### src/rtl/repeated_sub_divider_pkg.sv
// Shared types and constants for the repeated-subtraction divider.
package repeated_sub_divider_pkg;

  localparam int unsigned DEFAULT_WIDTH = 16;

  typedef enum logic [2:0] {
    IDLE   = 3'b000,
    LOAD_A = 3'b001,
    LOAD_B = 3'b010,
    ITER   = 3'b011,
    DONE   = 3'b100
  } state_e;

endpackage

### src/rtl/repeated_sub_divider_if.sv
// Operand/result bus between the sequencing logic (master) and the divider (slave).
interface repeated_sub_divider_if
  import repeated_sub_divider_pkg::*;
#(
  parameter int unsigned WIDTH = DEFAULT_WIDTH
);
  logic             start;
  logic [WIDTH-1:0] data_in;
  logic [WIDTH-1:0] quotient;
  logic [WIDTH-1:0] remainder;
  logic             busy;
  logic             done;
  logic             div_zero;

  modport master (
    output start, data_in,
    input  quotient, remainder, busy, done, div_zero
  );

  modport slave (
    input  start, data_in,
    output quotient, remainder, busy, done, div_zero
  );
endinterface

### src/rtl/repeated_sub_divider_dp.sv
// Divider datapath: remainder/divisor/quotient registers, subtractor, incrementer, status flags.
module repeated_sub_divider_dp #(
  parameter int unsigned WIDTH = 16
) (
  input  logic             clk,
  input  logic             rst,
  input  logic             ld_a,
  input  logic             ld_b,
  input  logic             clr_q,
  input  logic             step,
  input  logic [WIDTH-1:0] data_in,
  output logic [WIDTH-1:0] quotient,
  output logic [WIDTH-1:0] remainder,
  output logic             ge,
  output logic             bz
);
  logic [WIDTH-1:0] rem_q, rem_d;
  logic [WIDTH-1:0] dvs_q, dvs_d;
  logic [WIDTH-1:0] quo_q, quo_d;

  always_comb begin
    rem_d = rem_q;
    dvs_d = dvs_q;
    quo_d = quo_q;
    if (ld_a)      rem_d = data_in;
    else if (step) rem_d = rem_q - dvs_q;
    if (ld_b)      dvs_d = data_in;
    if (clr_q)     quo_d = '0;
    else if (step) quo_d = quo_q + 1'b1;
  end

  always_ff @(posedge clk) begin
    if (rst) begin
      rem_q <= '0;
      dvs_q <= '0;
      quo_q <= '0;
    end else begin
      rem_q <= rem_d;
      dvs_q <= dvs_d;
      quo_q <= quo_d;
    end
  end

  assign ge        = (rem_q >= dvs_q);
  assign bz        = (dvs_q == '0);
  assign quotient  = quo_q;
  assign remainder = rem_q;
endmodule

### src/rtl/repeated_sub_divider.sv
// Unsigned repeated-subtraction divider: controller FSM driving the datapath sub-module.
module repeated_sub_divider
  import repeated_sub_divider_pkg::*;
#(
  parameter int unsigned WIDTH = DEFAULT_WIDTH
) (
  input  logic                  clk,
  input  logic                  rst,
  repeated_sub_divider_if.slave bus
);
  state_e state_q, state_d;
  logic   dz_q, dz_d;
  logic   ld_a, ld_b, clr_q, step;
  logic   ge, bz;

  always_comb begin
    state_d = state_q;
    dz_d    = dz_q;
    case (state_q)
      IDLE:   if (bus.start) state_d = LOAD_A;
      LOAD_A: state_d = LOAD_B;
      LOAD_B: begin
        state_d = ITER;
        dz_d    = 1'b0;
      end
      ITER: begin
        if (bz) begin
          state_d = DONE;
          dz_d    = 1'b1;
        end else if (!ge) begin
          state_d = DONE;
        end
      end
      DONE:   if (!bus.start) state_d = IDLE;
      default: state_d = IDLE;
    endcase
  end

  always_ff @(posedge clk) begin
    if (rst) begin
      state_q <= IDLE;
      dz_q    <= 1'b0;
    end else begin
      state_q <= state_d;
      dz_q    <= dz_d;
    end
  end

  // Zero divisor takes priority over the compare, so a step never fires when bz is set.
  assign ld_a  = (state_q == LOAD_A);
  assign ld_b  = (state_q == LOAD_B);
  assign clr_q = (state_q == LOAD_B);
  assign step  = (state_q == ITER) && !bz && ge;

  repeated_sub_divider_dp #(.WIDTH(WIDTH)) u_dp (
    .clk       (clk),
    .rst       (rst),
    .ld_a      (ld_a),
    .ld_b      (ld_b),
    .clr_q     (clr_q),
    .step      (step),
    .data_in   (bus.data_in),
    .quotient  (bus.quotient),
    .remainder (bus.remainder),
    .ge        (ge),
    .bz        (bz)
  );

  assign bus.busy     = (state_q == LOAD_A) || (state_q == LOAD_B) || (state_q == ITER);
  assign bus.done     = (state_q == DONE);
  assign bus.div_zero = dz_q;
endmodule

### src/flat_wrapper.sv
// flat-port wrapper written by rule: the top's interface ports become plain ports
module repeated_sub_divider_flat import repeated_sub_divider_pkg::*;
#(
  parameter int unsigned WIDTH = DEFAULT_WIDTH
)
  (clk, rst, bus_start, bus_data_in, bus_quotient, bus_remainder, bus_busy, bus_done, bus_div_zero);
  repeated_sub_divider_if #(.WIDTH(WIDTH)) bus_i ();
  input  logic clk;
  input  logic rst;
  input wire logic [$bits(bus_i.start)-1:0] bus_start;
  input wire logic [$bits(bus_i.data_in)-1:0] bus_data_in;
  output wire logic [$bits(bus_i.quotient)-1:0] bus_quotient;
  output wire logic [$bits(bus_i.remainder)-1:0] bus_remainder;
  output wire logic [$bits(bus_i.busy)-1:0] bus_busy;
  output wire logic [$bits(bus_i.done)-1:0] bus_done;
  output wire logic [$bits(bus_i.div_zero)-1:0] bus_div_zero;
  assign bus_i.start = bus_start;
  assign bus_i.data_in = bus_data_in;
  assign bus_quotient = bus_i.quotient;
  assign bus_remainder = bus_i.remainder;
  assign bus_busy = bus_i.busy;
  assign bus_done = bus_i.done;
  assign bus_div_zero = bus_i.div_zero;
  repeated_sub_divider #(.WIDTH(WIDTH)) u_core (.clk(clk), .rst(rst), .bus(bus_i));
endmodule
### config.mk
export PLATFORM = sky130hd
export DESIGN_NAME = repeated_sub_divider_flat
export DESIGN_NICKNAME = d
export VERILOG_FILES = /design/src/rtl/repeated_sub_divider_pkg.sv /design/src/rtl/repeated_sub_divider_if.sv /design/src/rtl/repeated_sub_divider_dp.sv /design/src/rtl/repeated_sub_divider.sv /design/src/flat_wrapper.sv
export SDC_FILE = /design/constraint.sdc
export NUM_CORES = 1
export LEC_CHECK = 0
export ABC_AREA = 1
export BUFFER_PORTS_ARGS = -buffer_cell sky130_fd_sc_hd__buf_4
export CORE_MARGIN = 2
export CORE_UTILIZATION = 40
export DETAILED_ROUTE_END_ITERATION = 8
export GPL_ROUTABILITY_DRIVEN = 0
export GPL_TIMING_DRIVEN = 0
export PLACE_DENSITY = 0.62
export SLEW_MARGIN = 20
export SYNTH_ARGS = -nofsm -noshare
export SYNTH_HDL_FRONTEND = slang
export SYNTH_SLANG_ARGS = --single-unit
### constraint.sdc
create_clock -name clk -period 4.8 [get_ports clk]
set_input_delay 0.24 -clock clk [delete_from_list [all_inputs] [get_ports clk]]
set_output_delay 0.24 -clock clk [all_outputs]
set_load 0.005 [all_outputs]
==> metrics, run 1 <==
CTS tree=yes; DR DRC count=0; CP bufs+invs=4; number of diodes=0; internal power=1630 µW; Power Density=858 mW/mm²; antenna viol nets, final=0; Tcrit/Tclk final=49.3%; hpwl dp=8160 µm; Seq. cell area=0.00104 mm²; reg2reg start=u_core.u_dp.remainder[0]; Most used DFF post-synth=dfxtp_1; Syn Nets=607; capture point of the worst reg-to-reg path=u_core.state_q[0]; layout cell share with drive strength beyond 1=14.9%; Post CTS Setup Buffer Count=0; Clock Power Share=7.5%; fin. max-slew vios=0; cells along the critical path=inv_1 > ha_1 > inv_1 > fa_1 > nand3_1 > nand3_2 > nand2_1 > nand3_2 > nand2_2 > nand2_2 > nand2_4 > buf_4 > o21ai_0 > nand2_1 > inv_1; Area contributors post-synth=dfxtp_1, nand2_1, inv_1; Hold Path Stages=3; CP startpoint kind=register; crit-path max cell delay=0.45 ns; GRT Overall Usage=21.9%; Worst Hold Endpoint=u_core.u_dp.dvs_q[6]; path category of the worst min-delay check=in2reg; final setup skew=0.00823 ns; Setup TNS=0 ns; r2r setup slk=2.43 ns; Syn Inst Count=570; Post-synth ARST share=0%; Worst-Skew Late Latency=0.31 ns; cts hold-fix bufs=0; WL per Instance=14.2 µm; die width=99.1 µm; Yosys top cell area share=28.8%; Cell Count, Final, Fillers Out=738; CP Max Fanout=10; Max Freq=422 MHz; IO Count=54; maxcap violations=0; critical path class=reg2reg; largest net degree at the start of global routing=17; sequential area share after synthesis=28.8%; synth-to-layout area growth=16.9%; Final Hold Slack=0.167 ns; Rows=34; Crit. End Element=register; Worst EP arrival=2.59 ns; Yosys reg bits=52; fin crit period=2.37 ns; critical path required time=5.02 ns; worst-margin pin slew=0.611 ns; Hold Fails Final Rpt=0; H-tree levels=2; combinational power share=75.2%; CTS root buf=clkbuf_8; DR vias=3726; Starting Density=41.3%; initial antenna violation count=0; Area after DPL=0.00414 mm²; Max IR drop VDD=0.379 mV; number of synthesized flops with an enable pin=0; NetSw=1990 µW; switching power share of the total=55.0%; Die Area=0.00982 mm²; CP delay by family, top=simple AND/OR/NAND/NOR gates; setup violators final=0; Netlist Area Pre-Place=0.00362 mm²; most frequent CP cell=inv_1; Sink Count=52; vias in the first global route=3515; fill count=937; # nets final=666; first-pass GRT wire length=17400 µm; Iter 0 DRT Violations=333; Netlist cell types=31; final wirelength=10500 µm; vias per cell=5.05; total power=3630 µW; input/output buffers=52; Reg2Reg Depth=15; total CTS buffers=5; status=finished clean; unrepaired setup endpoints after global routing=false; GRT Residual Overflow=0; placed insts=730; Static Leakage=0.00203 µW; Syn Area/Cell=6.35 µm²; Multi-input gate area=0.00214 mm²; Warnings, synthesis=0; post_cts resized=0; CORE AREA=0.00876 mm²; drt first pass iters=4; Clock Path Buffers=2; Synth area leader=dfxtp_1; Final Cell Area=0.00423 mm²; critical path's slowest cell=fa_1; Max-Slew Margin vs Limit=59.3%; hold path start=bus_data_in[6]; Seq pwr share=17.3%; Die Span Y=99.1 µm; Clock transition at path regs=0.11 ns
==> power groups by stage <==
stage                     clock, µW  combinational [µW]  sequential, µW
after floorplan                   0                2060             619
final                           271                2730             628
after detailed placement          0                2690             637
after CTS                       277                2710             628
after global placement            0                2650             633
after global routing            289                3120             642
==> area by class of cell <==
| class | instances | area share (%) |
|---|---|---|
| buffer | 16 | 2.34 |
| clock buffer | 6 | 1.72 |
| clock inverter | 2 | 0.325 |
| inverter | 89 | 7.90 |
| multi-input combinational | 413 | 50.7 |
| sequential | 52 | 24.6 |
| tap | 108 | 3.19 |
| timing repair buffer | 52 | 9.23 |
==> logic make-up after synthesis <==
family	count (synthesis)	share of synthesized area, %
xor+xnor	16	3.87
buf+inv	105	12.0
simple gates	296	35.8
flops	52	28.8
fa+ha+maj	18	6.43
compound gates	83	13.2
==> sequential cells by signal (all words and copies together) (netlist names) <==
name and flops:
u_core.u_dp.dvs_q 16, u_core.u_dp.quotient 16, u_core.u_dp.remainder 16, u_core.state_q 3
u_core.bus.div_zero 1
==> per-layer routing <==
metal  global-route usage (%)  up-vias  share of wire (%)
li1                         -     1922                  -
met1                     33.4     1687                 51
met2                     32.3      107                 43
met3                     3.37       10                5.7
met4                     5.27        0                1.1
met5                        0        -                  0
==> cell usage after synthesis (all sizes together), types with 7 or more instances <==
cell	instances
a21oi	53
inv	89
nor2	36
o21ai	29
dfxtp	52
buf	10
nand3	51
nor3	8
nand4	9
nand2	183
xor2	7
ha	17
xnor2	9
==> tightest hold or removal path, stage by stage <==
cell and delay, ns:
buf_4 0.07, inv_1 0.04, a21oi_1 0.10
==> per-stage QoR <==
| stage | util, % | setup WS (ns) |
|---|---|---|
| 2_1_floorplan | - | 2.81 |
| 3_3_place_gp | 47.3 | 2.50 |
| 3_5_place_dp | 47.3 | 2.44 |
| 4_1_cts | 48.3 | 2.43 |
| 5_1_grt | 48.3 | 2.20 |
| 6_report | 48.3 | 2.43 |
==> cells in the final DEF (no fill, tap or decap), types with 3 or more instances in the layout <==
cell	count
clkbuf_8	5
xor2_1	7
xnor2_1	9
a21oi_2	10
buf_4	55
nor3_1	7
nand2_1	176
nand3_1	49
and2_1	4
ha_1	17
a21oi_1	41
nand2_2	5
nor2_1	33
dfxtp_1	52
nand3b_1	3
buf_2	4
clkbuf_1	7
nand4_1	9
inv_1	89
o21ai_0	27
buf_6	3
==> worst max path at each step <==
| stage | from | end | slack, ns | cells after the start |
|---|---|---|---|---|
| after CTS | u_core.u_dp.remainder[0] | u_core.state_q[0] | 2.43 | 15 |
| after global placement | u_core.u_dp.remainder[0] | u_core.state_q[0] | 2.50 | 15 |
| final | u_core.u_dp.remainder[0] | u_core.state_q[0] | 2.43 | 15 |
| after global routing | u_core.u_dp.remainder[0] | u_core.state_q[0] | 2.20 | 15 |
| after floorplan | u_core.u_dp.remainder[0] | u_core.state_q[0] | 2.81 | 15 |
| after detailed placement | u_core.u_dp.remainder[0] | u_core.state_q[0] | 2.44 | 15 |
(Power assumes the default switching activity.)
==> run 2, diff against run 1 <==
Clock period 4.8 ns to 2.4 ns, I/O delays scaled along.
==> run 2 against run 1 <==
Non-clock buffer count is 2 higher. Register-to-register slack worse by 2.3 ns. Via count down 0.48%. Setup slack lost 2.3 ns. Die area unchanged. Utilization increased by 0.50 points. Sequential power increased by 100%. Sequential cell count unchanged. Critical path type unchanged. Largest power group unchanged. Highest routed layer unchanged.
==> metrics, run 2 (synthesis gave the netlist of run 1 again) <==
drt first pass iters=4 (unchanged); Clock Path Buffers=2 (unchanged); Iter 0 DRT Violations=272 (-18%); Die Span Y=99.1 µm (unchanged); unrepaired setup endpoints after global routing=false; # nets final=668 (+0.30%); Static Leakage=0.00204 µW (+0.32%); CP Max Fanout=10 (unchanged); most frequent CP cell=nand2_2; internal power=3310 µW (+100%); Die Area=0.00982 mm² (unchanged); critical path required time=2.58 ns (-2.44 ns); Clock transition at path regs=0.11 ns (about the same); setup violators final=0 (unchanged); synth-to-layout area growth=18.1%; die width=99.1 µm (unchanged); number of diodes=0 (unchanged); critical path's slowest cell=fa_2; fin. max-slew vios=0 (unchanged); hpwl dp=8160 µm (unchanged); NetSw=4050 µW (+100%); GRT Overall Usage=21.9% (unchanged); Starting Density=41.3% (unchanged); initial antenna violation count=0 (unchanged); final wirelength=10500 µm (+0.15%); IO Count=54 (unchanged); Clock Power Share=7.4% (about the same); Cell Count, Final, Fillers Out=740 (+0.27%); Layout Utilization=48.8% (+0.50 points); Max-Slew Margin vs Limit=61.0% (+1.8 points); Setup WS post-layout=0.136 ns (-2.30 ns); largest net degree at the start of global routing=17 (unchanged); CTS root buf=clkbuf_8; Crit. End Element=register; final setup skew=0.00675 ns (-0.00148 ns); cells along the critical path=inv_1 > ha_1 > inv_1 > fa_2 > nand3_1 > nand3_4 > nand2_2 > nand3_2 > nand2_2 > nand2_2 > nand2_8 > nand2_4 > buf_6 > nand2_1 > a21oi_1; Hold Fails Final Rpt=0 (unchanged); first-pass GRT wire length=17400 µm (unchanged); vias per cell=5.01 (-0.75%); switching power share of the total=55.1% (+0.11 points); commonest non-fill, non-tap cell in the layout=nand2_1; status=finished clean; placed insts=730 (unchanged); combinational power share=75.6% (+0.4 points); Max Freq=442 MHz (+4.6%); CP bufs+invs=3 (-1); Worst-Skew Late Latency=0.31 ns (about the same); Setup TNS=0 ns (unchanged); CP startpoint kind=register; WL per Instance=14.1 µm (-0.12%); DP Worst Slack=0.0398 ns (-2.40 ns); crit-path max cell delay=0.39 ns (-0.06 ns); input/output buffers=52 (unchanged); Tcrit/Tclk final=94.3% (+45 points); layout cell share with drive strength beyond 1=15.5% (+0.59 points); CP delay by family, top=simple AND/OR/NAND/NOR gates; fin crit period=2.26 ns (-0.104 ns); Power Density=1720 mW/mm² (+100%); antenna viol nets, final=0 (unchanged); Seq pwr share=17.1% (-0.2 points); Worst EP arrival=2.45 ns (-0.14 ns); Max IR drop VDD=0.749 mV (+97%); Rows=34 (unchanged); DR DRC count=0 (unchanged); fill count=928 (-0.96%); DR vias=3708 (-0.48%); CORE AREA=0.00876 mm² (unchanged); vias in the first global route=3515 (unchanged); CTS tree=yes; worst-margin pin slew=0.585 ns (-0.0265 ns); H-tree levels=2 (unchanged); total CTS buffers=5 (unchanged); maxcap violations=0 (unchanged); path category of the worst min-delay check=in2reg; Sink Count=52 (unchanged); commonest cells after routing, fill and taps aside=nand2_1, inv_1, buf_4, dfxtp_1, nand3_1; critical path class=reg2reg; GRT Residual Overflow=0 (unchanged)
run 2: worst paths after layout:
kind | slack (ns) | depth (start not counted) | startpoint | end
max | 0.14 | 15 | u_core.u_dp.remainder[0] | u_core.u_dp.remainder[12]
min | 0.05 | 3 | bus_data_in[0] | u_core.u_dp.dvs_q[0]
max reg2reg | 0.14 | 15 | u_core.u_dp.remainder[0] | u_core.u_dp.remainder[12]
min reg2reg | 0.50 | 2 | u_core.u_dp.dvs_q[2] | u_core.u_dp.dvs_q[2]
run 2: through the flow:
step,power [µW],hold WS [ns],cell area (µm²)
2_1_floorplan,5360,0.255,3620
3_3_place_gp,6570,0.368,4140
3_5_place_dp,6660,0.371,4140
4_1_cts,7230,0.0427,4230
5_1_grt,8220,0.0545,4270
6_report,7360,0.0481,4270
run 2: metal layers:
layer  vias to the layer above  global-route usage, %  wire length, µm
met5                         -                      0                0
met4                         0                   5.27               64
met3                         7                   3.37              602
met2                       106                   32.3             4510
met1                      1667                   33.4             5290
li1                       1928                      -                -
run 2: layout make-up:
| cell class | count | area (µm²) | share of cell area, % |
|---|---|---|---|
| buffer | 16 | 106 | 2.49 |
| clock buffer | 6 | 72.6 | 1.70 |
| clock inverter | 2 | 13.8 | 0.322 |
| inverter | 89 | 334 | 7.82 |
| multi-input combinational | 413 | 2170 | 50.7 |
| sequential | 52 | 1040 | 24.4 |
| tap | 108 | 135 | 3.16 |
| timing repair buffer | 54 | 405 | 9.48 |
run 2: worst reg2reg max path: cells and delay by family, from the launching register on:
kind	cells	cell delay [ns]
and+or+nand+nor	9	0.89
adders and majority gates	2	0.54
DFF	1	0.35
buffers and inverters	3	0.31
AOI/OAI and AO/OA	1	0.05
run 2: timing repair:
action	4_1_cts	5_1_grt
setup endpoints to repair	0	31
resized for setup	0	6
buffers inserted	0	2
hold buffers	0	0
run 2: power groups by stage:
stage	logic (µW)	registers, µW	clock network, µW
4_1_cts	5420	1260	554
5_1_grt	6350	1280	578
2_1_floorplan	4130	1240	0
6_report	5560	1260	544
3_5_place_dp	5380	1270	0
3_3_place_gp	5300	1270	0
